[src/rtl/score_combo_tracker.sv]
// Score/combo tracker: captures catch/miss edges from NUM_OBJ object channels
// and services them one at a time, adding points through a digit-serial BCD adder.
module score_combo_tracker #(
  parameter int NUM_OBJ    = 4,
  parameter int COMBO_STEP = 5,
  parameter int MULT_MAX   = 4
) (
  input  logic                 Clk,
  input  logic                 Reset,
  input  logic                 clear,
  input  logic [4*NUM_OBJ-1:0] points,
  input  logic [NUM_OBJ-1:0]   point_mux,
  input  logic [NUM_OBJ-1:0]   combo_reset,
  output logic [15:0]          score_bcd,
  output logic [7:0]           combo_bcd,
  output logic [2:0]           multiplier,
  output logic [15:0]          high_score_bcd,
  output logic                 new_high,
  output logic                 catch_pulse,
  output logic                 busy
);

  // state | meaning
  // IDLE  | waiting; picks lowest pending channel, tracks high score
  // PT    | bump combo, compute multiplier and BCD amount, load working score
  // ADD   | one BCD digit per cycle into working score, commit after digit 3
  // CR    | miss: combo back to 0, multiplier back to 1
  typedef enum logic [1:0] {S_IDLE, S_PT, S_ADD, S_CR} state_t;

  localparam int CW = (NUM_OBJ > 1) ? $clog2(NUM_OBJ) : 1;

  state_t               state_q, state_d;
  logic [CW-1:0]        ch_q, ch_d;
  logic [1:0]           dig_q, dig_d;
  logic                 carry_q, carry_d;
  logic [15:0]          work_q, work_d;
  logic [7:0]           amount_q, amount_d;
  logic [15:0]          score_q, score_d;
  logic [7:0]           combo_q, combo_d;
  logic [2:0]           mult_q, mult_d;
  logic [15:0]          high_q, high_d;
  logic                 new_high_q, new_high_d;
  logic                 nh_done_q, nh_done_d;
  logic                 catch_q, catch_d;
  logic [NUM_OBJ-1:0]   pm_q, cr_q;
  logic [NUM_OBJ-1:0]   pend_pt_q, pend_pt_d;
  logic [NUM_OBJ-1:0]   pend_cr_q, pend_cr_d;
  logic [3:0]           pts_lat_q [NUM_OBJ];
  logic [3:0]           pts_lat_d [NUM_OBJ];

  logic [NUM_OBJ-1:0]   pt_edge, cr_edge;
  logic                 any_pend;
  logic [CW-1:0]        sel;
  logic [7:0]           combo_inc;
  logic [6:0]           combo_bin;
  logic [6:0]           mult_raw;
  logic [2:0]           mult_new;
  logic [6:0]           prod;
  logic [7:0]           amount_bcd;
  logic [3:0]           dig_a, dig_b, dig_sum;
  logic [4:0]           dig_raw;
  logic                 dig_cy;

  assign pt_edge  = point_mux & ~pm_q;
  assign cr_edge  = combo_reset & ~cr_q;
  assign any_pend = |(pend_pt_q | pend_cr_q);

  always_comb begin
    sel = '0;
    for (int i = NUM_OBJ - 1; i >= 0; i--) begin
      if (pend_pt_q[i] | pend_cr_q[i]) sel = CW'(i);
    end
  end

  // Combo increment (saturating at 99) and the multiplier it implies.
  always_comb begin
    if (combo_q == 8'h99)
      combo_inc = combo_q;
    else if (combo_q[3:0] == 4'd9)
      combo_inc = {combo_q[7:4] + 4'd1, 4'd0};
    else
      combo_inc = {combo_q[7:4], combo_q[3:0] + 4'd1};
    combo_bin = 7'(combo_inc[7:4]) * 7'd10 + 7'(combo_inc[3:0]);
    mult_raw  = combo_bin / 7'(COMBO_STEP) + 7'd1;
    mult_new  = (mult_raw > 7'(MULT_MAX)) ? 3'(MULT_MAX) : 3'(mult_raw);
    prod      = 7'(pts_lat_q[ch_q]) * 7'(mult_new);
    amount_bcd = {4'(prod / 7'd10), 4'(prod % 7'd10)};
  end

  always_comb begin
    dig_a = work_q[{dig_q, 2'b00} +: 4];
    unique case (dig_q)
      2'd0:    dig_b = amount_q[3:0];
      2'd1:    dig_b = amount_q[7:4];
      default: dig_b = 4'd0;
    endcase
    dig_raw = {1'b0, dig_a} + {1'b0, dig_b} + {4'b0, carry_q};
    if (dig_raw > 5'd9) begin
      dig_sum = 4'(dig_raw - 5'd10);
      dig_cy  = 1'b1;
    end else begin
      dig_sum = dig_raw[3:0];
      dig_cy  = 1'b0;
    end
  end

  always_comb begin
    state_d    = state_q;
    ch_d       = ch_q;
    dig_d      = dig_q;
    carry_d    = carry_q;
    work_d     = work_q;
    amount_d   = amount_q;
    score_d    = score_q;
    combo_d    = combo_q;
    mult_d     = mult_q;
    high_d     = high_q;
    new_high_d = 1'b0;
    nh_done_d  = nh_done_q;
    catch_d    = 1'b0;
    pend_pt_d  = pend_pt_q;
    pend_cr_d  = pend_cr_q;
    pts_lat_d  = pts_lat_q;

    unique case (state_q)
      S_IDLE: begin
        if (score_q > high_q) begin
          high_d = score_q;
          if (!nh_done_q) begin
            new_high_d = 1'b1;
            nh_done_d  = 1'b1;
          end
        end
        if (any_pend) begin
          ch_d    = sel;
          state_d = pend_pt_q[sel] ? S_PT : S_CR;
        end
      end
      S_PT: begin
        combo_d   = combo_inc;
        mult_d    = mult_new;
        amount_d  = amount_bcd;
        work_d    = score_q;
        carry_d   = 1'b0;
        dig_d     = 2'd0;
        pend_pt_d[ch_q] = 1'b0;
        state_d   = S_ADD;
      end
      S_ADD: begin
        work_d[{dig_q, 2'b00} +: 4] = dig_sum;
        carry_d = dig_cy;
        dig_d   = dig_q + 2'd1;
        if (dig_q == 2'd3) begin
          score_d = dig_cy ? 16'h9999 : work_d;
          catch_d = 1'b1;
          state_d = pend_cr_q[ch_q] ? S_CR : S_IDLE;
        end
      end
      S_CR: begin
        combo_d = 8'h00;
        mult_d  = 3'd1;
        pend_cr_d[ch_q] = 1'b0;
        state_d = S_IDLE;
      end
      default: state_d = S_IDLE;
    endcase

    // New edges land after the service clear so an edge in the clearing cycle is kept.
    pend_pt_d = pend_pt_d | pt_edge;
    pend_cr_d = pend_cr_d | cr_edge;
    for (int i = 0; i < NUM_OBJ; i++) begin
      if (pt_edge[i]) pts_lat_d[i] = points[4*i +: 4];
    end

    if (clear) begin
      state_d    = S_IDLE;
      score_d    = 16'h0000;
      combo_d    = 8'h00;
      mult_d     = 3'd1;
      pend_pt_d  = '0;
      pend_cr_d  = '0;
      nh_done_d  = 1'b0;
      new_high_d = 1'b0;
      catch_d    = 1'b0;
    end
  end

  always_ff @(posedge Clk) begin
    if (Reset) begin
      state_q    <= S_IDLE;
      ch_q       <= '0;
      dig_q      <= 2'd0;
      carry_q    <= 1'b0;
      work_q     <= 16'h0000;
      amount_q   <= 8'h00;
      score_q    <= 16'h0000;
      combo_q    <= 8'h00;
      mult_q     <= 3'd1;
      high_q     <= 16'h0000;
      new_high_q <= 1'b0;
      nh_done_q  <= 1'b0;
      catch_q    <= 1'b0;
      pm_q       <= '0;
      cr_q       <= '0;
      pend_pt_q  <= '0;
      pend_cr_q  <= '0;
      for (int i = 0; i < NUM_OBJ; i++) pts_lat_q[i] <= 4'd0;
    end else begin
      state_q    <= state_d;
      ch_q       <= ch_d;
      dig_q      <= dig_d;
      carry_q    <= carry_d;
      work_q     <= work_d;
      amount_q   <= amount_d;
      score_q    <= score_d;
      combo_q    <= combo_d;
      mult_q     <= mult_d;
      high_q     <= high_d;
      new_high_q <= new_high_d;
      nh_done_q  <= nh_done_d;
      catch_q    <= catch_d;
      pm_q       <= point_mux;
      cr_q       <= combo_reset;
      pend_pt_q  <= pend_pt_d;
      pend_cr_q  <= pend_cr_d;
      pts_lat_q  <= pts_lat_d;
    end
  end

  assign score_bcd      = score_q;
  assign combo_bcd      = combo_q;
  assign multiplier     = mult_q;
  assign high_score_bcd = high_q;
  assign new_high       = new_high_q;
  assign catch_pulse    = catch_q;
  assign busy           = (state_q != S_IDLE);

endmodule

[config.mk]
export PLATFORM = sky130hd
export DESIGN_NAME = score_combo_tracker
export DESIGN_NICKNAME = d
export VERILOG_FILES = /design/src/rtl/score_combo_tracker.sv
export SDC_FILE = /design/constraint.sdc
export NUM_CORES = 1
export LEC_CHECK = 0
export ABC_AREA = 0
export CAP_MARGIN = 20
export CORE_MARGIN = 3
export CORE_UTILIZATION = 60
export CTS_BUF_LIST = sky130_fd_sc_hd__clkbuf_4 sky130_fd_sc_hd__clkbuf_8 sky130_fd_sc_hd__clkbuf_16
export DETAILED_ROUTE_END_ITERATION = 10
export PLACE_DENSITY = 0.81
export SLEW_MARGIN = 20
export SYNTH_ARGS = -nofsm -noshare
export SYNTH_HDL_FRONTEND = slang
export SYNTH_SLANG_ARGS = --single-unit
[constraint.sdc]
create_clock -name Clk -period 25.8 [get_ports Clk]
set_clock_uncertainty 0.2 [all_clocks]
set_input_delay 3.87 -clock Clk [delete_from_list [all_inputs] [get_ports Clk]]
set_output_delay 3.87 -clock Clk [all_outputs]
set_load 0.01 [all_outputs]
# After elaboration in Yosys (flattened, before gate mapping)
# Index checks and enable logic that the tools add are counted.
# totals
wordCells	121
register_bits	109
output_inout_bits	46
inputBits	27
# op_classes
div	3
n_lt_le_gt_ge	7
bitwise	18
n_addsub	9
n_reduce_logical	14
mux	35
n_eq_ne	9
n_mul	2
shifts	3
# ops
operator	count
$pmux 16 s2	1
$mux 4	5
$and 4x4->4	4
$bwmux 16	1
$gt 16x16->1	1
$mux 16	1
$mux 2	8
$mux 8	2
$pmux 8 s2	1
$shift 4x6->16 const A	1
$shiftx 16x5->4	1
$shiftx 4x6->16	1
$not 4->4	3
$or 4x4->4	3
$add 4x1->4 const B	2
$bmux 4 s2	1
$eq 8x8->1 const B	1
$pmux 2 s4	1
$pmux 4 s2	1
$reduce_and 2->1	4
$reduce_or 4->1	2
$add 7x1->7 const B	1
$add 7x4->7	1
$div 7x3->7 const B	1
other kinds (33)	52

# Logic depth before layout (Yosys ltp)
# Gate-level depths: netlist (run 1).
# logic_depth
depth_word	11
mapped_depth	47
ltp_nobuf	44

# Worst setup path after synthesis (run 1)
# OpenSTA, ideal clock, no wires.
# synth_timing
path_type	flip-flop to flip-flop
startpoint	register combo_q[0], in the netlist combo_bcd[0]
endpoint	register amount_q[1]
setup_time_ns	0.087
n_path_buf	3
path_slack_ns	15.904
stages_incl_launch_ff	47
t_arrival_ns	9.609
cell_sequence	dfxtp_1 > ha_1 > nand3b_4 > a31oi_1 > nor2_1 > a21oi_1 > xnor2_1 > ha_1 > fa_1 > buf_2 > a21bo_2 > and3_1 > buf_2 > a211o_1 > o22ai_1 > o32ai_1 > nor4bb_1 > maj3_2 > [... 11 more ...] > xor2_1 > inv_1 > ha_1 > and3b_1 > a41o_1 > a211oi_1 > xnor2_1 > a31oi_1 > a21boi_0 > mux2i_1 > ha_1 > clkbuf_1 > o31ai_1 > a31oi_1 > a22oi_1 > xnor2_1 > o32a_1 > o31ai_1
# synth_via
elab_chain_len	11
# synth_rtl
item	line	rtl
start, declared	39	logic [7:0] combo_q, combo_d;
start signal, assigned	216	combo_q <= combo_d;
$eq 4x4->1	79	else if (combo_q[3:0] == 4'd9)
$mux 8	79	
$mux 8 *	77	if (combo_q == 8'h99)
$mul 4x3->6	83	combo_bin = 7'(combo_inc[7:4]) * 7'd10 + 7'(combo_inc[3:0]);
$add 7x4->7 *	83	
$div 7x3->7 *	84	mult_raw = combo_bin / 7'(COMBO_STEP) + 7'd1;
$add 7x1->7 *	84	
$gt 7x3->1	85	mult_new = (mult_raw > 7'(MULT_MAX)) ? 3'(MULT_MAX) : 3'(mult_raw);
$mux 3 *	85	
$mul 4x3->7 *	86	prod = 7'(pts_lat_q[ch_q]) * 7'(mult_new);
$mod 7x4->7 *	87	amount_bcd = {4'(prod / 7'd10), 4'(prod % 7'd10)};
end signal, assigned	214	amount_q <= amount_d;
end, declared	37	logic [7:0] amount_q, amount_d;
# Every way passes the cells marked *; elsewhere a longest branch is shown, timed or not.
# A chain may end at the register's enable or synchronous reset.

# Worst setup path in the final report (run 1)
# Same ends and word-level chain as after synthesis.

==> results of run 1 <==
==> metal layers <==
| metal | GRT usage, % | vias to the layer above |
|---|---|---|
| li1 | - | 3161 |
| met1 | 37.6 | 3118 |
| met2 | 45.7 | 235 |
| met3 | 4.39 | 35 |
| met4 | 8.04 | 0 |
| met5 | 0 | - |
==> cells in the final DEF, fill, tap and decap left out, types with 11 or more instances in the layout <==
cell type and instances:
a21o_1 17, a21oi_1 58, a22oi_1 11, a31oi_1 13
clkdlybuf4s50_1 71, dfxtp_1 109, ha_1 50, inv_1 59
mux2i_1 52, nand2_1 37, nand2b_1 16, nand3_1 12
nor2_1 116, nor2b_1 25, o211ai_1 11, o21ai_0 35
o22ai_1 13, xnor2_1 19
==> cells by family after synthesis <==
group | Yosys count | share of synthesized area, %
fa+ha+maj | 58 | 10.7
mux | 63 | 10.3
buf+inv | 111 | 5.81
xor+xnor | 27 | 3.47
simple gates | 261 | 17.6
flops | 109 | 30.1
compound gates | 235 | 22.0
==> layout make-up <==
type	instances	area (um2)	area share (%)
Clock buffer	10	239	2.87
Clock inverter	6	77.6	0.932
Inverter	61	229	2.75
Multi-Input combinational cell	644	4670	56.0
Sequential cell	109	2180	26.2
Tap cell	143	179	2.15
Timing Repair Buffer	76	753	9.05
==> worst max-delay path: cells and delay by family, from the launching register on <==
kind | cells | cell delay, ns
flops | 1 | 0.45
buf+inv | 3 | 0.31
fa+ha+maj | 9 | 2.86
xor+xnor | 4 | 0.69
mux | 2 | 0.32
compound gates | 19 | 4.71
simple gates | 6 | 1.48
==> worst paths after layout <==
kind	slack [ns]	to	start	depth (start not counted)
setup / recovery	14.66	amount_q[1]	combo_bcd[0]	43
hold / removal	0.23	new_high	nh_done_q	1
setup reg to reg	14.66	amount_q[1]	combo_bcd[0]	43
hold reg to reg	0.23	new_high	nh_done_q	1
==> registers in the layout, summed over array words and instances (netlist names), 8 cells and up <==
register        cells
work_q             16
high_score_bcd     16
pts_lat_q          16
score_bcd          16
amount_q            8
combo_bcd           8
==> stage by stage <==
step                      hold WS [ns]  setup slack [ns]  area, um2  power, mW
after floorplan                  0.199             15.90       7250      0.240
after global placement           0.206             15.41       8000      0.258
after detailed placement         0.224             14.88       8000      0.261
after CTS                        0.234             14.82       8310      0.407
after global routing             0.258             13.68       8330      0.422
final                            0.230             14.66       8330      0.406
==> power groups by stage <==
stage | Combinational, mW | Clock (mW) | Sequential, mW
2_1_floorplan | 0.0589 | 0 | 0.181
3_3_place_gp | 0.0744 | 0 | 0.184
3_5_place_dp | 0.0765 | 0 | 0.184
4_1_cts | 0.0769 | 0.150 | 0.180
5_1_grt | 0.0852 | 0.156 | 0.181
6_report | 0.0778 | 0.148 | 0.180
==> summary.md, run 1 <==
| Metric | Value |
|---|---|
| Via count | `6549` |
| Final HPWL DP | `13700 um` |
| Yosys top cell area share | `30.1%` |
| Synth warnings | `0` |
| Worst Path Arrival | `11.22 ns` |
| Count of maximum capacitance violations | `0` |
| Layout Cells excl Fill | `1049` |
| Die X | `116 um` |
| Total grt overflow | `0` |
| Post-layout util | `71.7%` |
| Share of the clock period used by the worst path | `43.2%` |
| Fraction of layout cells with a size suffix above 1 | `5.85%` |
| CP max-delay cell | `fa_1` |
| Leak Pwr | `3.27 nW` |
| DRT Pass-1 Iters | `5` |
| Clk slew on worst S/H paths | `0.07 ns` |
| Count of input and output buffers | `72` |
| N_diodes | `0` |
| Clock buffer depth | `2` |
| EDFF count, synth | `0` |
| Core Area | `11600 um2` |
| P per Cell Area | `48.8 nW/um2` |
| Post-Syn Nets | `948` |
| Area leader, netlist | `dfxtp_1` |
| Seq/Total Area, Yosys | `30.1%` |
| Pint | `0.287 mW` |
| Area of the die | `13400 um2` |
| Normalized max-slew margin | `32.5%` |
| Syn Area/Cell | `8.39 um2` |
| Vias per cell | `6.24` |
| CP dominant cell by count | `ha_1` |
| Clock share of power | `36.5%` |
| Crit path required time | `25.88 ns` |
| Reg power frac | `44.3%` |
| Hold buffer count at cts | `0` |
| Total GRT Usage | `27.7%` |
| Tmin final | `11.14 ns` |
| # resized after CTS | `0` |
| WL met1 | `8380 um` |
| CTS tree | `done` |
| Hold Fails Final Rpt | `0` |
| DRC violations left | `0` |
| CP max FO | `9` |
| Main synth FF type | `dfxtp_1` |
| Synthesized flop and latch total | `109` |
| Fin nets | `985` |
| Logic gate share of total power | `19.1%` |
| Placed cells | `1032` |
| RD Place Congestion | `0.873` |
| DR WL met2 | `9020 um` |
| RSZ-0062 raised after global routing | `false` |
| Synth cell count leaders | `nor2_1 (116), dfxtp_1 (109), inv_1 (59), a21oi_1 (58), mux2i_1 (52)` |
| Post-DRT Antenna Nets | `0` |
| Mapped Cells | `864` |
| First-pass GRT wire length | `30000 um` |
| Final setup viols | `0` |
| Fillers | `923` |
| FP Rows | `39` |
| Top Ports | `73` |
| Vias in the first global route | `6085` |
| Topmost layer with routed signal wires | `met4` |
| Starting Density | `62.5%` |
| Max Clk Rate | `89.8 MHz` |
| Top cells by area, synth | `dfxtp_1 (30%), ha_1 (8.6%), mux2i_1 (7.2%)` |
| Worst min-delay path category | `flop to flop` |
| Peak VDD IR | `0.0446 mV` |
| Detailed Route Iter0 Violations | `631` |
| Post-CTS Setup Repair Bufs | `0` |
| Initial antenna violation count | `0` |
| Top-count cell post-synth | `nor2_1` |
| Psw | `0.119 mW` |
| H-tree depth | `3` |
| Layout area overhead | `14.8%` |
| Syn Std Cell Area | `7250 um2` |
| Worst-Margin Slew | `1.01 ns` |
| Clock root cell | `clkbuf_16` |
| CP Launch Type | `flop` |
| Largest net degree at the start of global routing | `71` |
| Die Y | `116 um` |
| Met3 Wirelength | `933 um` |
| Synth cell types | `77` |
| Post-DR wirelength/cell | `17.8 um` |
| Switch share | `29.3%` |
| CP endpoint kind | `flop` |
| Post-Route Setup TNS | `0 ns` |
| Worst skew pair latency | `0.36 ns` |
| CP peak stage delay | `0.58 ns` |
| CTS Buf Count | `9` |
| Clk sinks | `109` |
| Final wirelength | `18700 um` |
| Status | `finished, final reports clean` |
| Share of synthesized flip-flops with an asynchronous set or reset | `0%` |
| Crit Path Class | `flop to flop` |
| Final Slew Violations | `0` |
(Power assumes the default switching activity.)
==> inputs of run 2 (changes only) <==
--- a/config.mk
+++ b/config.mk
@@ -8,10 +8,10 @@
 export ABC_AREA = 0
 export CAP_MARGIN = 20
 export CORE_MARGIN = 3
-export CORE_UTILIZATION = 60
+export CORE_UTILIZATION = 52
 export CTS_BUF_LIST = sky130_fd_sc_hd__clkbuf_4 sky130_fd_sc_hd__clkbuf_8 sky130_fd_sc_hd__clkbuf_16
 export DETAILED_ROUTE_END_ITERATION = 10
-export PLACE_DENSITY = 0.81
+export PLACE_DENSITY = 0.75
 export SLEW_MARGIN = 20
 export SYNTH_ARGS = -nofsm -noshare
 export SYNTH_HDL_FRONTEND = slang
==> constraint.sdc (replaced) <==
create_clock -name Clk -period 9.9 [get_ports Clk]
set_clock_uncertainty 0.2 [all_clocks]
set_input_delay 1.485 -clock Clk [delete_from_list [all_inputs] [get_ports Clk]]
set_output_delay 1.485 -clock Clk [all_outputs]
set_load 0.01 [all_outputs]
==> run 2 against run 1 <==
Worst setup slack worse by 14 ns. Critical path depth is 1 higher. Maximum frequency is 16% higher. Register-to-register slack worse by 14 ns. Combinational power grew to 2.8 times the previous value. First-iteration DRC count is 6.7% higher. Sequential power grew to 2.6 times the previous value. Wire length is 3.8% lower. Via count is 0.84% lower. Final area is 5.3% higher. Clock-buffer cell count is 1 lower. Final cell count is 6.3% higher. Critical path type unchanged.
==> summary.md, run 2 (same netlist as run 1, synthesis figures left out) <==
| Metric | Value |
|---|---|
| R2R Path Start | `combo_bcd[1]` |
| Die X | `124 um` |
| Worst r2r dst | `amount_q[2]` |
| Max Clk Rate | `104 MHz` |
| Leak Pwr | `3.41 nW` |
| Total GRT Usage | `23.5%` |
| P per Cell Area | `118 nW/um2` |
| Clk slew on worst S/H paths | `0.07 ns` |
| Fin nets | `1018` |
| Final HPWL DP | `12700 um` |
| Share of the clock period used by the worst path | `96.8%` |
| Worst-Margin Slew | `1.02 ns` |
| First-pass GRT wire length | `29100 um` |
| Clock root cell | `clkbuf_16` |
| Clk sinks | `109` |
| Detailed Route Iter0 Violations | `673` |
| Largest net degree at the start of global routing | `71` |
| Most frequent cells in the layout | `nor2_1 (114), dfxtp_1 (109), clkdlybuf4s50_1 (71), inv_1 (58), a21oi_1 (55)` |
| Overall power | `1.03 mW` |
| Count of maximum capacitance violations | `0` |
| Worst skew pair latency | `0.36 ns` |
| Fraction of layout cells with a size suffix above 1 | `12.8%` |
| Final Instance Area | `8770 um2` |
| Area of the die | `15400 um2` |
| Leading cell type in the layout, fill and taps excluded | `nor2_1` |
| Post-DRT Antenna Nets | `0` |
| CP dominant cell by count | `ha_1` |
| Count of input and output buffers | `72` |
| Via count | `6494` |
| H-tree depth | `3` |
| Total grt overflow | `0` |
| Post-DR wirelength/cell | `16.1 um` |
| Post-place setup slack | `-0.130 ns` |
| CP endpoint kind | `flop` |
| Worst r2r path cells | `44` |
| Die Y | `124 um` |
| Hold Fails Final Rpt | `0` |
| Hold buffer count at cts | `0` |
| Initial antenna violation count | `0` |
| CP max-delay cell | `fa_1` |
| Layout area overhead | `20.9%` |
| Worst Path Arrival | `9.64 ns` |
| CTS Buf Count | `9` |
| Peak VDD IR | `0.143 mV` |
| DRC violations left | `0` |
| Fillers | `1168` |
| Status | `finished, final reports clean` |
| Final Slew Violations | `0` |
| Final setup viols | `0` |
| Vias per cell | `5.82` |
| CP startpoint | `combo_bcd[1]` |
| Crit path required time | `9.96 ns` |
| RD Place Congestion | `0.890` |
| Top Ports | `73` |
| Crit Path Class | `flop to flop` |
| Cell area after placement | `8210 um2` |
| Worst R2R Setup Slack | `0.31 ns` |
| Core Area | `13500 um2` |
| CP max FO | `5` |
| N_diodes | `0` |
| Starting Density | `53.9%` |
| Worst Setup Slack, final | `0.313 ns` |
| DRT Pass-1 Iters | `5` |
| Worst min-delay path category | `flop to flop` |
| Normalized max-slew margin | `32.1%` |
| FP Rows | `42` |
| Crit path to | `amount_q[2]` |
| Tmin final | `9.59 ns` |
| CP peak stage delay | `0.60 ns` |
| Clock buffer depth | `2` |
| Final wirelength | `18000 um` |
| CTS tree | `done` |
| Hold WS | `0.238 ns` |
| Vias in the first global route | `5976` |
| CP Launch Type | `flop` |
| Hold path depth | `1` |
-- run 2: cell types whose count changed in the layout (fill, tap and decap cells not counted), sizes merged --
cell and change:
bufinv -1, clkbuf -1, clkinvlp +2, buf +33
-- run 2: final cells by class --
cell class / instances / area (um2) / share of cell area [%]
clock buffer: 9 / 225 / 2.57
clock inverter: 7 / 57.6 / 0.656
inverter: 61 / 229 / 2.61
multi-input combinational: 644 / 4860 / 55.4
sequential: 109 / 2180 / 24.9
tap: 176 / 220 / 2.51
timing repair buffer: 109 / 997 / 11.4
-- run 2: worst min path at each step --
| stage | startpoint | endpoint |
|---|---|---|
| after floorplan | nh_done_q | new_high |
| after global placement | nh_done_q | new_high |
| after detailed placement | nh_done_q | new_high |
| after CTS | nh_done_q | new_high |
| after global routing | nh_done_q | new_high |
| final | nh_done_q | new_high |
-- run 2: critical path: cells and delay by family (launching register included) --
kind / cells / cell delay, ns
flip-flops: 1 / 0.36
adder cells (fa/ha/maj): 10 / 2.85
buffers and inverters: 5 / 0.50
AND/OR/NAND/NOR: 4 / 0.67
multiplexers: 2 / 0.40
XOR/XNOR: 3 / 0.44
AO/OA/AOI/OAI: 20 / 4.02
-- run 2: power by group --
group / leakage [nW] / internal, mW / total [mW] / switching, mW
registers: 0.886 / 0.454 / 0.469 / 0.0148
clock network: 0.129 / 0.174 / 0.350 / 0.176
logic: 2.40 / 0.0964 / 0.216 / 0.119
-- run 2: metal layers --
| metal | GRT usage (%) | part of all wire [%] |
|---|---|---|
| met1 | 34.3 | 49 |
| met2 | 35.5 | 44 |
| met3 | 4.00 | 4.9 |
| met4 | 6.84 | 1.6 |
| met5 | 0 | 0 |
-- run 2: metrics by stage --
stage               std cells  TNS [ns]  utilization, %
global placement         1088         0            61.0
floorplan                 864         0               -
finish                   1115         0            65.2
detailed placement       1088    -0.230            61.0
CTS                      1106         0            63.4
global route             1115    -0.196            65.2
-- run 2: what timing repair did --
item | 4_1_cts | 5_1_grt
setup endpoints to repair | 2 | 4
setup buffers | 2 | 9
pin swaps | 1 | 16
gates resized for setup | 5 | 41
==> inputs of run 3 (changes only) <==
--- a/config.mk
+++ b/config.mk
@@ -16,3 +16,4 @@
 export SYNTH_ARGS = -nofsm -noshare
 export SYNTH_HDL_FRONTEND = slang
 export SYNTH_SLANG_ARGS = --single-unit
+export TNS_END_PERCENT = 30
==> results of run 3 <==
Same layout as run 2: the final DEF is identical, and so are final timing and power.
